[config.mk]
export PLATFORM = sky130hd
export DESIGN_NAME = seq_mult
export DESIGN_NICKNAME = d
export VERILOG_FILES = /design/src/rtl/seq_mult.sv
export SDC_FILE = /design/constraint.sdc
export NUM_CORES = 1
export LEC_CHECK = 0
export CORE_MARGIN = 4
export CORE_UTILIZATION = 55
export CTS_CLUSTER_DIAMETER = 30
export DETAILED_ROUTE_END_ITERATION = 16
export GPL_ROUTABILITY_DRIVEN = 0
export PLACE_DENSITY = 0.82
export SYNTH_ARGS = -nofsm -noshare
export SYNTH_HDL_FRONTEND = slang
export SYNTH_SLANG_ARGS = --single-unit
export TNS_END_PERCENT = 30
[constraint.sdc]
create_clock -name clk -period 4.3 [get_ports clk]
set_input_delay 0.86 -clock clk [delete_from_list [all_inputs] [get_ports clk]]
set_output_delay 0.86 -clock clk [all_outputs]
set_load 0.03 [all_outputs]
[src/rtl/seq_mult.sv]
// Sequential shift-add multiplier: one multiplier bit per cycle, unsigned or
// two's-complement operands, valid/ready handshake on both sides.
module seq_mult #(
   parameter int unsigned WIDTH = 8
) (
   input  logic               clk,
   input  logic               rst,
   input  logic               in_valid,
   output logic               in_ready,
   input  logic [WIDTH-1:0]   a,
   input  logic [WIDTH-1:0]   b,
   input  logic               signed_mode,
   output logic               out_valid,
   input  logic               out_ready,
   output logic [2*WIDTH-1:0] mul
);

   localparam int unsigned PW   = 2 * WIDTH;
   localparam int unsigned CntW = (WIDTH > 1) ? $clog2(WIDTH) : 1;
   localparam logic [CntW-1:0] LastCnt = CntW'(WIDTH - 1);

   typedef enum logic [1:0] {
      StIdle,
      StBusy,
      StDone
   } state_e;

   state_e          state_q, state_d;
   logic [PW-1:0]   mcand_q, mcand_d;   // multiplicand, extended to PW bits, shifted left per step
   logic [WIDTH-1:0] mplier_q, mplier_d; // multiplier, shifted right per step
   logic            sgn_q, sgn_d;
   logic [PW-1:0]   acc_q, acc_d;
   logic [CntW-1:0] cnt_q, cnt_d;
   logic [PW-1:0]   mul_q, mul_d;
   logic            last;
   logic [PW-1:0]   addend;

   // Next-state, datapath step and handshake outputs
   always_comb begin
      state_d   = state_q;
      mcand_d   = mcand_q;
      mplier_d  = mplier_q;
      sgn_d     = sgn_q;
      acc_d     = acc_q;
      cnt_d     = cnt_q;
      mul_d     = mul_q;
      in_ready  = 1'b0;
      out_valid = 1'b0;
      addend    = '0;
      last      = (cnt_q == LastCnt);

      unique case (state_q)
         StIdle: begin
            in_ready = 1'b1;
            if (in_valid) begin
               mcand_d  = signed_mode ? {{WIDTH{a[WIDTH-1]}}, a} : {{WIDTH{1'b0}}, a};
               mplier_d = b;
               sgn_d    = signed_mode;
               acc_d    = '0;
               cnt_d    = '0;
               state_d  = StBusy;
            end
         end
         StBusy: begin
            // The multiplier MSB carries weight -2^(WIDTH-1) in signed mode, so subtract it.
            if (mplier_q[0]) begin
               addend = (last && sgn_q) ? (~mcand_q + PW'(1)) : mcand_q;
            end
            acc_d    = acc_q + addend;
            mcand_d  = mcand_q << 1;
            mplier_d = mplier_q >> 1;
            cnt_d    = cnt_q + CntW'(1);
            if (last) begin
               mul_d   = acc_d;
               cnt_d   = '0;
               state_d = StDone;
            end
         end
         StDone: begin
            out_valid = 1'b1;
            if (out_ready) begin
               state_d = StIdle;
            end
         end
         default: state_d = StIdle;
      endcase
   end

   // State registers with synchronous reset
   always_ff @(posedge clk) begin
      if (rst) begin
         state_q  <= StIdle;
         mcand_q  <= '0;
         mplier_q <= '0;
         sgn_q    <= 1'b0;
         acc_q    <= '0;
         cnt_q    <= '0;
         mul_q    <= '0;
      end else begin
         state_q  <= state_d;
         mcand_q  <= mcand_d;
         mplier_q <= mplier_d;
         sgn_q    <= sgn_d;
         acc_q    <= acc_d;
         cnt_q    <= cnt_d;
         mul_q    <= mul_d;
      end
   end

   assign mul = mul_q;

endmodule

=== Word level (Yosys, flattened, before mapping) ===
Index checks and enable logic that the tools add are counted.

* Input bits: 21
* Flip-flop bits (word level): 62
* Word-level logic and storage cells: 43
* Output and inout port bits: 18

* Reductions and logical operators: 7
* Muxes and demuxes: 19
* Add/sub/neg operators: 3
* Eq/ne operators: 6
* Bitwise operators: 1

{| class="wikitable"
|+ Operator list
! operator !! count
|-
| $mux 16 || 6
|-
| $pmux 16 s2 || 2
|-
| $add 16x1->16 const B || 1
|-
| $add 16x16->16 || 1
|-
| $not 16->16 || 1
|-
| $pmux 8 s2 || 1
|-
| $mux 8 || 1
|-
| $mux 2 || 3
|-
| $mux 3 || 2
|-
| $ne 2x2->1 const B || 3
|-
| $pmux 2 s3 || 1
|-
| $pmux 3 s2 || 1
|-
| $reduce_and 2->1 || 3
|-
| $add 3x1->3 const B || 1
|-
| $eq 3x3->1 const B || 1
|-
| $reduce_and 3->1 || 1
|-
| $eq 2x1->1 const B || 1
|-
| $eq 2x2->1 const B || 1
|-
| $logic_not 2->1 || 1
|-
| $mux 1 || 2
|-
| $reduce_bool 2->1 || 1
|-
| $logic_and 1x1->1 || 1
|}

=== Depth between registers and ports, before layout ===
* Depth in word-level cells: 7
* Depth in mapped cells: 15
* Gate-level depth less buffers: 14

=== Worst setup path after synthesis ===
Ideal clock, no wire load.

* Path kind: reg-to-reg
* From: register mcand_q[5]
* To: register acc_q[15]
* Arrival time: 3.235 ns
* Path slack: 0.986 ns
* Library setup time: 0.079 ns
* Clock period less this slack: 3.314 ns
* Data required time: 4.221 ns
* Path buffers: 1
* Cell stages (with the launch flop): 14
* Cells stage by stage: dfxtp_1 -> clkbuf_2 -> or4_1 -> o41ai_2 -> o21ai_0 -> xor2_1 -> and2_1 -> ha_1 -> o21a_1 -> o21a_1 -> o21ai_0 -> a22oi_1 -> or4b_1 -> o211ai_1

* Word-level cells in the longest chain between the ends: 7

{| class="wikitable"
|+ RTL lines
! element !! line !! text
|-
| start: declaration || 29 || <nowiki>logic [PW-1:0] mcand_q, mcand_d;</nowiki>
|-
| start signal: assignment || 101 || <nowiki>mcand_q <= mcand_d;</nowiki>
|-
| $not 16->16 || 67 || <nowiki>addend = (last && sgn_q) ? (~mcand_q + PW'(1)) : mcand_q;</nowiki>
|-
| $add 16x1->16 || 67 ||
|-
| $mux 16 (*) || 67 ||
|-
| $mux 16 (*) || 66 || <nowiki>if (mplier_q[0]) begin</nowiki>
|-
| $mux 16 (*) || 52 || <nowiki>unique case (state_q)</nowiki>
|-
| $add 16x16->16 (*) || 69 || <nowiki>acc_d = acc_q + addend;</nowiki>
|-
| $pmux 16 s2 (*) || 52 ||
|-
| end signal: assignment || 96 || <nowiki>acc_q <= '0;</nowiki>
|-
| end signal: assignment || 104 || <nowiki>acc_q <= acc_d;</nowiki>
|-
| end: declaration || 32 || <nowiki>logic [PW-1:0] acc_q, acc_d;</nowiki>
|}

Every way passes the cells marked *; elsewhere a longest branch is shown, timed or not. The select of a mux whose other input is x is not followed.
A chain may end at the register's enable or synchronous reset.

=== Worst setup path after layout ===
* From: register cnt_q[0]
* To: register acc_q[15]

* Word-level cells in the longest chain between the ends: 7

{| class="wikitable"
|+ RTL lines
! element !! line !! text
|-
| start: declaration || 33 || <nowiki>logic [CntW-1:0] cnt_q, cnt_d;</nowiki>
|-
| start signal: assignment || 105 || <nowiki>cnt_q <= cnt_d;</nowiki>
|-
| $eq 3x3->1 || 50 || <nowiki>last = (cnt_q == LastCnt);</nowiki>
|-
| $logic_and 1x1->1 || 67 ||
|-
| $mux 16 || 67 ||
|-
| $mux 16 || 66 ||
|-
| $mux 16 || 52 ||
|-
| $add 16x16->16 || 69 ||
|-
| $pmux 16 s2 || 52 ||
|}

Every way passes these cells. The select of a mux whose other input is x is not followed.

==> out/results.ini <==
[outcome]
status=finished, final reports clean

[synthesis]
avgSynthCellArea_sq_um=7.87
syn_area_sq_um=3610
synth-seq-cells=62
yosysWarningCount=0
mappedNetlistNets=498
yosysUniqueCellTypes=54
synth_edf_count=0
syn_inst=458
yosysSeqAreaShare=0.344
synth_flop_cell=dfxtp_1
synth_async_sr_flop_share=0

[timing]
drv_slew=0
fin_crit_ps=3610
final_hold_viol_count=0
max_slew_margin=0.261
period_share=0.839
fin_skew_ps=8.69
max_freq_ghz=0.277
tightestPinTransition_ps=1110
tns_ps=0
rsz0062_at_grt=false
finalSetupViolations=0
timing.hold.ws_ps=455

[run]
max-cap-violations=0

[clock_tree]
cts_tree=yes
clockBufferDepth=2
ctsHoldBuffers=0
path_clk_slew_ps=70
cts_setup_buffers=0
clk_latency_ps=350
cts_buffers=9
cts-root-buf=clkbuf_8
cts_sinks=62
cts_resized=0
h-tree-depth=3

[route]
vias=3381
drtAntennaViolNets=0
wirelength_microns=8530
drt_iter0_markers=187
vias_per_cell=6.01
drc=0
detail_route.wl_per_cell_microns=15.2
dr.pass1.iters=4

[min_path]
holdPathStages=2
hold_start=mul[11]
hold_path_class=flip-flop to flip-flop
min_to=mul[11]

[floorplan]
die_y_microns=89.0
core_sq_um=6350
initial_core_util=0.568
ios=39
die_width_microns=89.0
die-area_sq_um=7920
rows=29

[pwr]
finalPower_uw=1350
power_density_nw_per_um2=320
p_leak_uw=0.00167
vdd_drop_max_v=0.000264

[critical_path]
r2r_slack_ps=690
worstPathArrival_ps=3880
reg2reg_to=acc_q[15]
crit_path_max_fanout=10
cp.required_ps=4570
crit_type=flip-flop to flip-flop
rr_startpoint=cnt_q[0]
reg2regPathDepth=13
critPathLaunchType=flip-flop
crit_path_end_kind=flip-flop

[global_route]
grt.total_usage=0.230
grt_pass1_wl_microns=14300
grt_pass1_vias=3142
grt_antenna_before_repair=0
grt_max_degree=53
grt-ovfl-total=0

[cells_and_area]
diodes=0
finalNetCount=521
drive_above_1_share=0.0597
area_delta_synth_final_pct=16.8

[placement]
numPortBuffers=38
hpwl_microns=5980

-- worst max-delay path by stage --
stage | from | end | slack [ps] | depth (start not counted)
CTS | cnt_q[0] | acc_q[15] | 700 | 13
floorplan | mcand_q[5] | acc_q[15] | 990 | 13
global route | cnt_q[0] | acc_q[15] | 390 | 13
global placement | cnt_q[0] | acc_q[15] | 910 | 13
finish | cnt_q[0] | acc_q[15] | 690 | 13
detailed placement | cnt_q[0] | acc_q[15] | 710 | 13
-- worst max-delay path, stage by stage, from the launching register on --
cell      delay (ps)
dfxtp_1          350
ha_1             160
ha_1             200
and2_1           380
mux2i_1          210
nand2b_1         170
inv_1             60
ha_1             300
a211oi_2         240
o211ai_1         220
a211oi_1         420
a22oi_1          190
or4b_1           540
o211ai_1         100
-- state kept, by name, summed over array words and instances (netlist names) --
register,flops
acc_q,16
mplier_q,8
cnt_q,3
mcand_q,16
mul,16
sgn_q,1
state_q,2
-- per-layer routing --
layer,up-vias,wire length (microns),global-route usage
met3,22,392,0.0682
met2,75,4170,0.390
met4,0,268,0.0880
li1,1697,-,-
met1,1587,3710,0.276
met5,-,0,0
-- final cells by class --
type	count	area, sq um
Multi-Input combinational cell	359	2220
Fill cell	526	2140
Sequential cell	62	1240
Timing Repair Buffer	41	398
Clock buffer	14	183
Tap cell	77	96.3
Clock inverter	2	37.5
Inverter	8	30.0
-- cell usage in the layout (no fill, tap or decap), types with 2 or more instances in the layout --
cell / synthesis / layout
a21o_1: 7 / 7
and2_1: 15 / 15
clkdlybuf4s50_1: 0 / 37
and3_1: 3 / 3
buf_4: 0 / 3
nand2_1: 76 / 76
nor2b_1: 4 / 4
a31oi_1: 9 / 9
a22oi_1: 3 / 3
a32oi_1: 2 / 2
a211oi_1: 4 / 4
o21ai_0: 13 / 13
nand3_1: 29 / 29
nor3_1: 8 / 8
nand2b_1: 4 / 4
nor2_1: 40 / 40
clkbuf_8: 0 / 13
o22ai_1: 2 / 2
xor2_1: 7 / 7
o211ai_1: 3 / 3
a311oi_1: 13 / 13
xnor2_1: 10 / 10
inv_1: 8 / 8
mux2i_1: 2 / 2
dfxtp_1: 62 / 62
a211o_1: 4 / 4
or3_1: 4 / 4
or4_1: 4 / 4
nor4_4: 3 / 3
ha_1: 18 / 18
nand4b_1: 2 / 2
a21oi_1: 38 / 38
nor4_1: 3 / 3
o21a_1: 4 / 4
nand3b_1: 3 / 3
o31ai_1: 3 / 3
-- cell usage after synthesis (4+ instances only) --
cell type / count / area (sq um)
nand3_1: 29 / 145
nand2_1: 76 / 285
a21o_1: 7 / 52.6
nor2b_1: 4 / 25.0
nor3_1: 8 / 40.0
a31oi_1: 9 / 56.3
ha_1: 18 / 225
xnor2_1: 10 / 87.6
or4_1: 4 / 30.0
nand2b_1: 4 / 25.0
a21oi_1: 38 / 190
dfxtp_1: 62 / 1240
xor2_1: 7 / 61.3
and2_1: 15 / 93.8
or3_1: 4 / 25.0
a311oi_1: 13 / 114
o21a_1: 4 / 30.0
o21ai_0: 13 / 65.1
inv_1: 8 / 30.0
clkbuf_1: 28 / 105
a211o_1: 4 / 35.0
a211oi_1: 4 / 30.0
nor2_1: 40 / 150
-- logic make-up (layout without fill, tap and decap cells) --
kind of cell,count (synthesis),count (layout),share of synthesized area
and+or+nand+nor,204,204,0.281
muxes,2,2,0.00555
DFF,62,62,0.344
buffers and inverters,37,65,0.0389
adders and majority gates,19,19,0.0680
xor gates and xnor gates,17,17,0.0413
AOI/OAI and AO/OA,117,117,0.221
-- per-stage QoR --
stage               instance area [sq um]  setup WS (ps)   util  std cells
floorplan                            3610            986      -        458
global placement                     3990            909  0.628        547
detailed placement                   3990            712  0.628        547
CTS                                  4210            702  0.663        563
global route                         4210            390  0.663        563
finish                               4210            691  0.663        563
-- power breakdown --
part	internal, uW	total [uW]	switching [uW]
sequential	596	627	31.2
clock	331	560	229
combinational	67.1	160	93.1
(Power assumes the default switching activity.)
